--- src/rtl/wb_stage_pipe.sv ---
// Writeback stage: MEM/WB register, N-way writeback select, regfile write, WB->EX forward tap, sticky halt, retire counter.
// Latency: 1 cycle from MEM-stage inputs to WB outputs when en=1.
// Backpressure: en=0 holds the stage (no retire); flush inserts a bubble; HALTED freezes everything until nRST.
module wb_stage_pipe #(
  parameter int WORD_W  = 32,
  parameter int NSRC    = 5,
  parameter int SEL_W   = 3,   // 2**SEL_W must be >= NSRC
  parameter int RADDR_W = 5,
  parameter int CNT_W   = 32
) (
  input  logic                   CLK,
  input  logic                   nRST,
  input  logic                   en,
  input  logic                   flush,
  input  logic                   mem_valid,
  input  logic [SEL_W-1:0]       final_mux,
  input  logic [NSRC*WORD_W-1:0] src_data,
  input  logic [RADDR_W-1:0]     mem_rd,
  input  logic                   mem_regwen,
  input  logic                   temp_halt,
  output logic [WORD_W-1:0]      wdat,
  output logic [RADDR_W-1:0]     wsel,
  output logic                   WEN,
  output logic                   fwd_valid,
  output logic [RADDR_W-1:0]     fwd_rd,
  output logic [WORD_W-1:0]      fwd_data,
  output logic                   halt,
  output logic [CNT_W-1:0]       retire_cnt
);

  typedef enum logic {
    RUN    = 1'b0,
    HALTED = 1'b1
  } state_t;

  state_t                   state_q, state_d;
  logic                     valid_q, valid_d;
  logic [SEL_W-1:0]         sel_q, sel_d;
  logic [NSRC*WORD_W-1:0]   src_q, src_d;
  logic [RADDR_W-1:0]       rd_q, rd_d;
  logic                     regwen_q, regwen_d;
  logic                     halt_q, halt_d;
  logic [CNT_W-1:0]         cnt_q, cnt_d;

  logic                     run;
  logic                     retire;
  logic                     live;
  logic [WORD_W-1:0]        wdat_sel;

  assign run    = (state_q == RUN);
  // The instruction sitting in WB retires whenever the stage advances, even if
  // the slot behind it is being flushed.
  assign retire = valid_q & en & run;
  assign live   = valid_q & regwen_q & (rd_q != '0) & run;

  // Pipeline register next-state: flush beats en, HALTED freezes all fields.
  always_comb begin
    valid_d  = valid_q;
    sel_d    = sel_q;
    src_d    = src_q;
    rd_d     = rd_q;
    regwen_d = regwen_q;
    halt_d   = halt_q;
    if (run) begin
      if (flush) begin
        valid_d = 1'b0;
      end else if (en) begin
        valid_d  = mem_valid;
        sel_d    = final_mux;
        src_d    = src_data;
        rd_d     = mem_rd;
        regwen_d = mem_regwen;
        halt_d   = temp_halt;
      end
    end
  end

  // Pipeline register state.
  always_ff @(posedge CLK or negedge nRST) begin
    if (!nRST) begin
      valid_q  <= 1'b0;
      sel_q    <= '0;
      src_q    <= '0;
      rd_q     <= '0;
      regwen_q <= 1'b0;
      halt_q   <= 1'b0;
    end else begin
      valid_q  <= valid_d;
      sel_q    <= sel_d;
      src_q    <= src_d;
      rd_q     <= rd_d;
      regwen_q <= regwen_d;
      halt_q   <= halt_d;
    end
  end

  // Run/halt FSM next state: HALT is counted on the same retire that stops the core.
  always_comb begin
    state_d = state_q;
    case (state_q)
      RUN:     if (retire && halt_q) state_d = HALTED;
      HALTED:  state_d = HALTED;
      default: state_d = RUN;
    endcase
  end

  // Run/halt FSM state register.
  always_ff @(posedge CLK or negedge nRST) begin
    if (!nRST) state_q <= RUN;
    else       state_q <= state_d;
  end

  // Retire counter next value: saturating increment, never wraps.
  always_comb begin
    cnt_d = cnt_q;
    if (retire && (cnt_q != {CNT_W{1'b1}})) cnt_d = cnt_q + 1'b1;
  end

  // Retire counter register.
  always_ff @(posedge CLK or negedge nRST) begin
    if (!nRST) cnt_q <= '0;
    else       cnt_q <= cnt_d;
  end

  // Writeback source select; selects beyond the last source read as zero.
  always_comb begin
    wdat_sel = '0;
    for (int k = 0; k < NSRC; k++) begin
      if (sel_q == SEL_W'(k)) wdat_sel = src_q[k*WORD_W +: WORD_W];
    end
  end

  assign wdat       = wdat_sel;
  assign wsel       = rd_q;
  assign WEN        = live;
  assign fwd_valid  = live;
  assign fwd_rd     = rd_q;
  assign fwd_data   = wdat_sel;
  assign halt       = ~run;
  assign retire_cnt = cnt_q;

endmodule
--- config.mk ---
export PLATFORM = sky130hd
export DESIGN_NAME = wb_stage_pipe
export DESIGN_NICKNAME = d
export VERILOG_FILES = /design/src/rtl/wb_stage_pipe.sv
export SDC_FILE = /design/constraint.sdc
export NUM_CORES = 1
export LEC_CHECK = 0
export CAP_MARGIN = 20
export CELL_PAD_IN_SITES_DETAIL_PLACEMENT = 0
export CELL_PAD_IN_SITES_GLOBAL_PLACEMENT = 1
export CORE_MARGIN = 5
export CORE_UTILIZATION = 37
export DETAILED_ROUTE_END_ITERATION = 12
export PLACE_DENSITY_LB_ADDON = 0.1
export SETUP_SLACK_MARGIN = 0.02
export SYNTH_ARGS = -nofsm -noshare
export SYNTH_HDL_FRONTEND = slang
export SYNTH_SLANG_ARGS = --single-unit
--- constraint.sdc ---
create_clock -name CLK -period 2.82 [get_ports CLK]
set_input_delay 0.705 -clock CLK [delete_from_list [all_inputs] [get_ports CLK]]
set_output_delay 0.705 -clock CLK [all_outputs]
set_load 0.02 [all_outputs]
**Yosys cells after proc, flatten, opt, wreduce, memory -nomap -nowiden**

Cells that the tools add are included.

- Add/subtract/negate cells: 1
- Eq/ne operators: 5
- Muxes and demuxes: 9
- Bitwise gates (word level): 7
- Reductions and logical operators: 7

Operators by type and width:

| operator | number |
|---|---|
| two-way mux 32 bit | 5 |
| adder 32 x 1 -> 32 bit, second input constant | 1 |
| inequality test 32 bit, second input constant | 1 |
| equality test 3 x 2 -> 1 bit, second input constant | 2 |
| bitwise AND 1 bit | 5 |
| nonzero test 5 bit | 1 |
| equality test 3 x 1 -> 1 bit, second input constant | 1 |
| equality test 3 bit, second input constant | 1 |
| zero test 3 bit | 1 |
| two-way mux 1 bit | 3 |
| AND reduction 3 bit | 1 |
| logical AND 1 bit | 2 |
| NOT 1 bit | 2 |
| one-hot mux 1 bit (2 select lines) | 1 |
| AND reduction 2 bit | 1 |
| nonzero test 2 bit | 1 |

- Bits in registers: 204
- Input bits: 175
- Output and inout port bits: 109
- Word-level logic and storage cells: 37

**Longest topological paths before layout**

Gate-level depths: netlist of run 1.

- Depth in word-level cells: 6
- Gate-level depth with buffers: 8
- Gate-level depth less buffers: 6

**Worst setup path after synthesis of run 1**

OpenSTA, ideal clock, no wires.

- Kind: flip-flop to output port
- Start point: register sel_q[1]
- End point: output port wdat[11]
- Data arrival time: 2.008 ns
- Data required time: 2.115 ns
- Setup slack: 0.107 ns
- Cell stages (with the launch flop): 8
- Buffers on the path: 4
- Path through: dfrtp_1 > clkbuf_1 > nor2b_1 > clkbuf_1 > clkbuf_1 > a22oi_1 > o22ai_1 > buf_4

- Word-level cells in the longest chain between the ends: 6
- Elaborated cells on any way between the ends: 10
- Classes of those cells: eq/ne: 4; mux: 5; reduce/logical: 1

Ends and longest elaborated chain:

| item | line | source |
|---|---|---|
| from (decl) | 38 | `logic [SEL_W-1:0] sel_q, sel_d;` |
| from (signal assigned) | 89 | `sel_q <= sel_d;` |
| zero test 3 bit | 129 | `if (sel_q == SEL_W'(k)) wdat_sel = src_q[k*WORD_W +: WORD_W];` |
| two-way mux 32 bit (4 in a row) | 129 |  |
| two-way mux 32 bit * | 129 |  |
| to (decl) | 21 | `output logic [WORD_W-1:0] wdat,` |

Mark *: on every way between the ends. The rest lies on a longest branch, timed or not.

**Final worst setup path of run 1**

- Start point: register sel_q[0]
- End point: output port fwd_data[31]

- Word-level cells in the longest chain between the ends: 6
- Elaborated cells on any way between the ends: 10
- Classes of those cells: eq/ne: 4; mux: 5; reduce/logical: 1

Ends and longest elaborated chain:

| item | line | source |
|---|---|---|
| zero test 3 bit | 129 |  |
| two-way mux 32 bit (4 in a row) | 129 |  |
| two-way mux 32 bit * | 129 |  |
| to (decl) | 26 | `output logic [WORD_W-1:0] fwd_data,` |

Marked as above.

==> flow_summary.json, run 1 <==
{
  "stdcell_count": 1355,
  "critPathRequiredTime_ns": 2.12,
  "synth-edff-count": 0,
  "finalSetupViolations": 0,
  "rows": 58,
  "die_h_um": 170,
  "start_util_pct": 37.5,
  "tightest_slew_ns": 0.476,
  "syn_avg_cell_area_um2": 12.9,
  "fin_nets": 1181,
  "arrival_ns": 2.08,
  "start_kind": "flop",
  "cts_tree": "done",
  "grt_remaining_overflow": 0,
  "slew-limit-headroom_pct": 68.0,
  "clkSinkCount": 204,
  "grt_pass1_wl_mm": 41.8,
  "syn-num-nets": 907,
  "worst_ir_drop_vdd_mv": 0.595,
  "fin_crit_sh_pct": 98.8,
  "grt_max_degree": 61,
  "dieArea_um2": 28800,
  "port_buffers": 283,
  "die_width_um": 170,
  "vias": 6754,
  "clock_latency_ns": 0.50,
  "coreArea_um2": 25100,
  "clk_pin_slew_ns": 0.06,
  "drive_gt1_share_pct": 36.0,
  "slew_violations": 0,
  "synthArstFlopShare_pct": 100,
  "max_freq_mhz": 359,
  "fin_crit_ns": 2.79,
  "grt_use_total_pct": 18.2,
  "netlist_instances": 731,
  "antenna_found_initial": 4,
  "fin_skew_ns": 0.00967,
  "yosys_register_bits": 204,
  "drc": 0,
  "outcome": "completed",
  "firstDrtPassIters": 4,
  "timing_worst_setup_path_type": "reg2out",
  "viasPerCell": 4.98,
  "synth_ff_type": "dfrtp_1",
  "hold_class": "in2async",
  "place_hpwl_mm": 19.1,
  "grt_pass1_vias": 7219,
  "drt_iter0_markers": 267,
  "critPathMaxFanout": 6,
  "ys_types": 45,
  "routabilityCongestion": 0.772,
  "power.density_nw_per_um2": 1150,
  "syn_area_um2": 9420,
  "end_kind": "primary output",
  "antenna_left": 0,
  "drv_cap": 0,
  "p_leak_nw": 5.69,
  "yosysWarnings": 0,
  "wl_per_cell_um": 19.7,
  "cts_buffer_depth": 3,
  "ys_seq_area_share_pct": 54.2,
  "rsz0062_at_grt": "true",
  "synthToLayoutAreaGrowth_pct": 43.7,
  "numCtsBuffers": 25,
  "cts-htree-levels": 1,
  "root_buffer": "clkbuf_16",
  "wirelength_mm": 26.7,
  "layout.core_utilization_pct": 53.9,
  "hold_viol": 0,
  "ios": 284,
  "nFillCells": 2230,
  "placed_cells": 1297
}
[Yosys cell counts (13+ instances only)]
cell | instances | area, um2
dfrtp_1 | 204 | 5100
mux2_2 | 170 | 1910
buf_4 | 38 | 285
nor2_1 | 36 | 135
a21oi_1 | 31 | 155
a22oi_1 | 27 | 203
mux2i_1 | 27 | 270
o22ai_1 | 27 | 169
buf_2 | 24 | 120
xnor2_1 | 24 | 210
clkbuf_1 | 16 | 60.1
nand3_1 | 16 | 80.1
nand2_1 | 13 | 48.8
nand4_1 | 13 | 81.3
[metrics by stage]
step                      hold WS [ns]  setup TNS, ns  instance area, um2  setup WS [ns]  power, mW
after floorplan                  0.409              0                9420          0.107       9.65
after global placement           0.463              0               12600          0.100       12.4
after detailed placement         0.468              0               12600         0.0823       12.5
after CTS                        0.145        -0.0395               13400        -0.0395       15.3
after global routing             0.158         -0.664               13500        -0.0771       16.5
final                            0.138              0               13500         0.0329       15.6
[report_power, final]
| part | leakage (nW) | internal [mW] | switching, mW |
|---|---|---|---|
| clock network | 0.397 | 1.88 | 1.21 |
| logic | 2.85 | 3.76 | 3.74 |
| registers | 2.44 | 4.22 | 0.757 |
| total | 5.69 | 9.87 | 5.71 |
[area by class of cell]
cell class	instances	area, um2	area share (%)
flip-flops and latches	204	5110	37.8
multi-input cells	439	3960	29.2
repair buffers	329	3230	23.8
clock buffers	37	731	5.40
well taps	330	413	3.05
clock inverters	8	71.3	0.527
inverters	6	22.5	0.166
diodes	2	5.00	0.0370
[worst paths after layout]
check	end	start	depth (start not counted)	slack, ns
max reg2reg	retire_cnt[31]	retire_cnt[0]	6	0.82
max in group asynchronous	src_q[127]	nRST	2	1.92
min	src_q[91]	nRST	1	0.14
min in group CLK	halt	halt_q	1	0.48
max	fwd_data[31]	sel_q[0]	8	0.03
min reg2reg	halt	halt_q	1	0.48
[cell families (layout without fill, tap and decap cells)]
kind of cell             Yosys count  in the layout  share of synthesized area (%)
multiplexers                     203            203                           24.5
AND/OR/NAND/NOR                  106            106                           6.14
flip-flops                       204            204                           54.2
AO/OA/AOI/OAI                     99             99                           6.84
other                              0              2                              0
adder cells (fa/ha/maj)            1              1                          0.133
buffers and inverters             88            380                           5.42
XOR/XNOR                          30             30                           2.79
[critical path, stage by stage, from the launching register on]
cell and delay (ns):
dfrtp_4 0.52, buf_6 0.15, buf_12 0.13, mux2i_1 0.11
nor2_1 0.15, a21oi_2 0.05, o22ai_2 0.19, buf_4 0.15
buf_4 0.13
[state kept, by name, summed over array words and instances, names as in the netlist]
signal	flops
valid_q	1
halt_q	1
halt	1
fwd_rd	5
regwen_q	1
sel_q	3
src_q	160
retire_cnt	32
[placed cells by master, fill, tap and decap left out, types with 12 or more instances in the layout]
master,Yosys,final
a21oi_1,31,23
a22oi_1,27,27
buf_12,0,13
buf_2,24,16
buf_4,38,54
clkbuf_16,0,26
clkdlybuf4s50_1,0,216
dfrtp_1,204,201
mux2_2,170,170
mux2i_1,27,26
nand2_1,13,13
nand3_1,16,16
nand4_1,13,13
nor2_1,36,36
o22ai_1,27,12
o22ai_2,0,15
xnor2_1,24,24
[per-layer routing]
| metal | wire, um | up-vias | GRT usage, % |
|---|---|---|---|
| li1 | - | 3169 | - |
| met1 | 12000 | 3327 | 25.7 |
| met2 | 12500 | 215 | 28.9 |
| met3 | 1720 | 39 | 4.24 |
| met4 | 514 | 4 | 4.06 |
| met5 | 21 | - | 0 |
[repair_timing]
action	4_1_cts	5_1_grt
hold buffers	0	0
pin swaps	0	10
resized for setup	255	83
setup buffers	8	2
cloned	1	1
endpoints found under the setup margin	64	59
No activity file was read; power rests on OpenSTA's default activity.
==> run 2, diff against run 1 <==
--- a/config.mk
+++ b/config.mk
@@ -9,8 +9,9 @@
 export CELL_PAD_IN_SITES_DETAIL_PLACEMENT = 0
 export CELL_PAD_IN_SITES_GLOBAL_PLACEMENT = 1
 export CORE_MARGIN = 5
-export CORE_UTILIZATION = 37
+export CORE_UTILIZATION = 34
 export DETAILED_ROUTE_END_ITERATION = 12
+export GPL_TIMING_DRIVEN = 0
 export PLACE_DENSITY_LB_ADDON = 0.1
 export SETUP_SLACK_MARGIN = 0.02
 export SYNTH_ARGS = -nofsm -noshare
==> constraint.sdc (replaced) <==
create_clock -name CLK -period 2.4 [get_ports CLK]
set_input_delay 0.6 -clock CLK [delete_from_list [all_inputs] [get_ports CLK]]
set_output_delay 0.6 -clock CLK [all_outputs]
set_load 0.02 [all_outputs]
==> flow_summary.json, run 2 (synthesis results as in run 1) <==
{
  "worst_ir_drop_vdd_mv": 0.820,
  "cpLargestDelayFamily": "buffers and inverters",
  "top_register": "src_q",
  "critical-path-slowest-cell": "dfrtp_1",
  "power.density_nw_per_um2": 1470,
  "fin_crit_ns": 2.72,
  "crit_top_cell": "buf_4",
  "dieArea_um2": 31100,
  "grt_remaining_overflow": 0,
  "die_h_um": 176,
  "placed_area_um2": 12900,
  "ios": 284,
  "wirelength_mm": 29.4,
  "final_common_cell": "clkdlybuf4s50_1",
  "grt_pass1_wl_mm": 45.6,
  "layout.core_utilization_pct": 53.6,
  "drv_cap": 0,
  "arrival_ns": 2.12,
  "hold_viol": 0,
  "place_hpwl_mm": 21.0,
  "stdcell_count": 1464,
  "placed_cells": 1393,
  "clk_pin_slew_ns": 0.06,
  "multiInputGateArea_um2": 4320,
  "nFillCells": 2425,
  "fin_nets": 1241,
  "grt_use_total_pct": 18.7,
  "coreArea_um2": 27600,
  "slew_violations": 0,
  "die_width_um": 176,
  "grt_max_degree": 107,
  "drt_iter0_markers": 305,
  "fin_skew_ns": 0.0208,
  "critPathRequiredTime_ns": 1.80,
  "tightest_slew_ns": 0.809,
  "largest_register_ffs": 160,
  "slowest_delay_ns": 0.39,
  "viasPerCell": 4.85,
  "wl_per_cell_um": 20.1,
  "start_util_pct": 34.2,
  "routabilityCongestion": 0.782,
  "cp_num_buf_inv": 5,
  "slew-limit-headroom_pct": 46.1,
  "clock_latency_ns": 0.52,
  "port_buffers": 283,
  "drive_gt1_share_pct": 44.2,
  "stdcell_area_um2": 14800,
  "critPathMaxFanout": 5,
  "ctsHoldBuffers": 0,
  "cts-htree-levels": 1,
  "hold_class": "in2async",
  "firstDrtPassIters": 4,
  "clkSinkCount": 204,
  "post-place-ws_ns": -1.17,
  "cts_tree": "done",
  "setup_ws_ns": -0.320,
  "end_kind": "primary output",
  "rsz0062_at_grt": "true",
  "cts_buffer_depth": 3,
  "timing_worst_setup_path_type": "reg2out",
  "worstPathCellList": "buf_8, buf_12, and2_4, clkbuf_16, a21oi_2, o22ai_4, buf_4, buf_4",
  "violations": "negative setup slack",
  "root_buffer": "clkbuf_16",
  "p_leak_nw": 6.13,
  "seq_area_um2": 5110,
  "final.setup.tns_ns": -15.49,
  "finalSetupViolations": 64,
  "vias": 7096,
  "fin_crit_sh_pct": 113,
  "antenna_left": 0,
  "outcome": "complete, but fails checks",
  "max_freq_mhz": 368,
  "grt_pass1_vias": 7769,
  "start_kind": "flop",
  "synthToLayoutAreaGrowth_pct": 56.9,
  "antenna_found_initial": 3,
  "final_cell_mix": "clkdlybuf4s50_1 (216), dfrtp_1 (203), mux2_2 (170)",
  "numCtsBuffers": 25,
  "rows": 61,
  "drc": 0
}
-- run 2: cell type report --
cell class                 instances  area share (%)
antenna                            2          0.0339
buffer                            80            5.28
clock buffer                      41            5.05
clock inverter                     5           0.550
inverter                           6           0.152
multi-input combinational        439            29.2
sequential                       204            34.5
tap                              378            3.20
timing repair buffer             309            22.0
-- run 2: path summary, 6_finish.rpt --
kind	start	endpoint	slack, ns	cells past startpoint
min in group CLK	retire_cnt[6]	retire_cnt[6]	0.49	1
hold / removal	nRST	src_q[120]	0.10	1
setup / recovery	sel_q[0]	wdat[8]	-0.32	8
hold reg to reg	retire_cnt[6]	retire_cnt[6]	0.49	1
max in group asynchronous	nRST	src_q[46]	1.27	2
setup reg to reg	halt	src_q[73]	0.30	5
-- run 2: per-stage QoR --
step | total power [mW] | hold WS (ns)
2_1_floorplan | 11.7 | 0.304
3_3_place_gp | 15.4 | 0.472
3_5_place_dp | 15.5 | 0.487
4_1_cts | 21.5 | 0.149
5_1_grt | 22.9 | 0.186
6_report | 21.7 | 0.104
-- run 2: metal layers --
layer	wire [um]	part of all wire (%)	vias up	global-route usage (%)
li1	-	-	3287	-
met1	12900	44	3564	24.8
met2	14000	48	205	31.1
met3	1990	6.8	38	5.18
met4	570	1.9	2	3.58
met5	13	0.044	-	0
-- run 2: repair_timing --
| action | in CTS | in global routing |
|---|---|---|
| gates cloned | 3 | 0 |
| setup buffers | 14 | 8 |
| endpoints found under the setup margin | 156 | 135 |
| pin swaps | 19 | 26 |
| resized for setup | 524 | 37 |
-- run 2: power by group --
group          internal, mW  leakage [nW]  switching, mW
Sequential             4.96          2.44          0.934
Combinational          6.67          3.28           5.38
Clock                  2.33         0.400           1.45
Total                  14.0          6.13           7.77
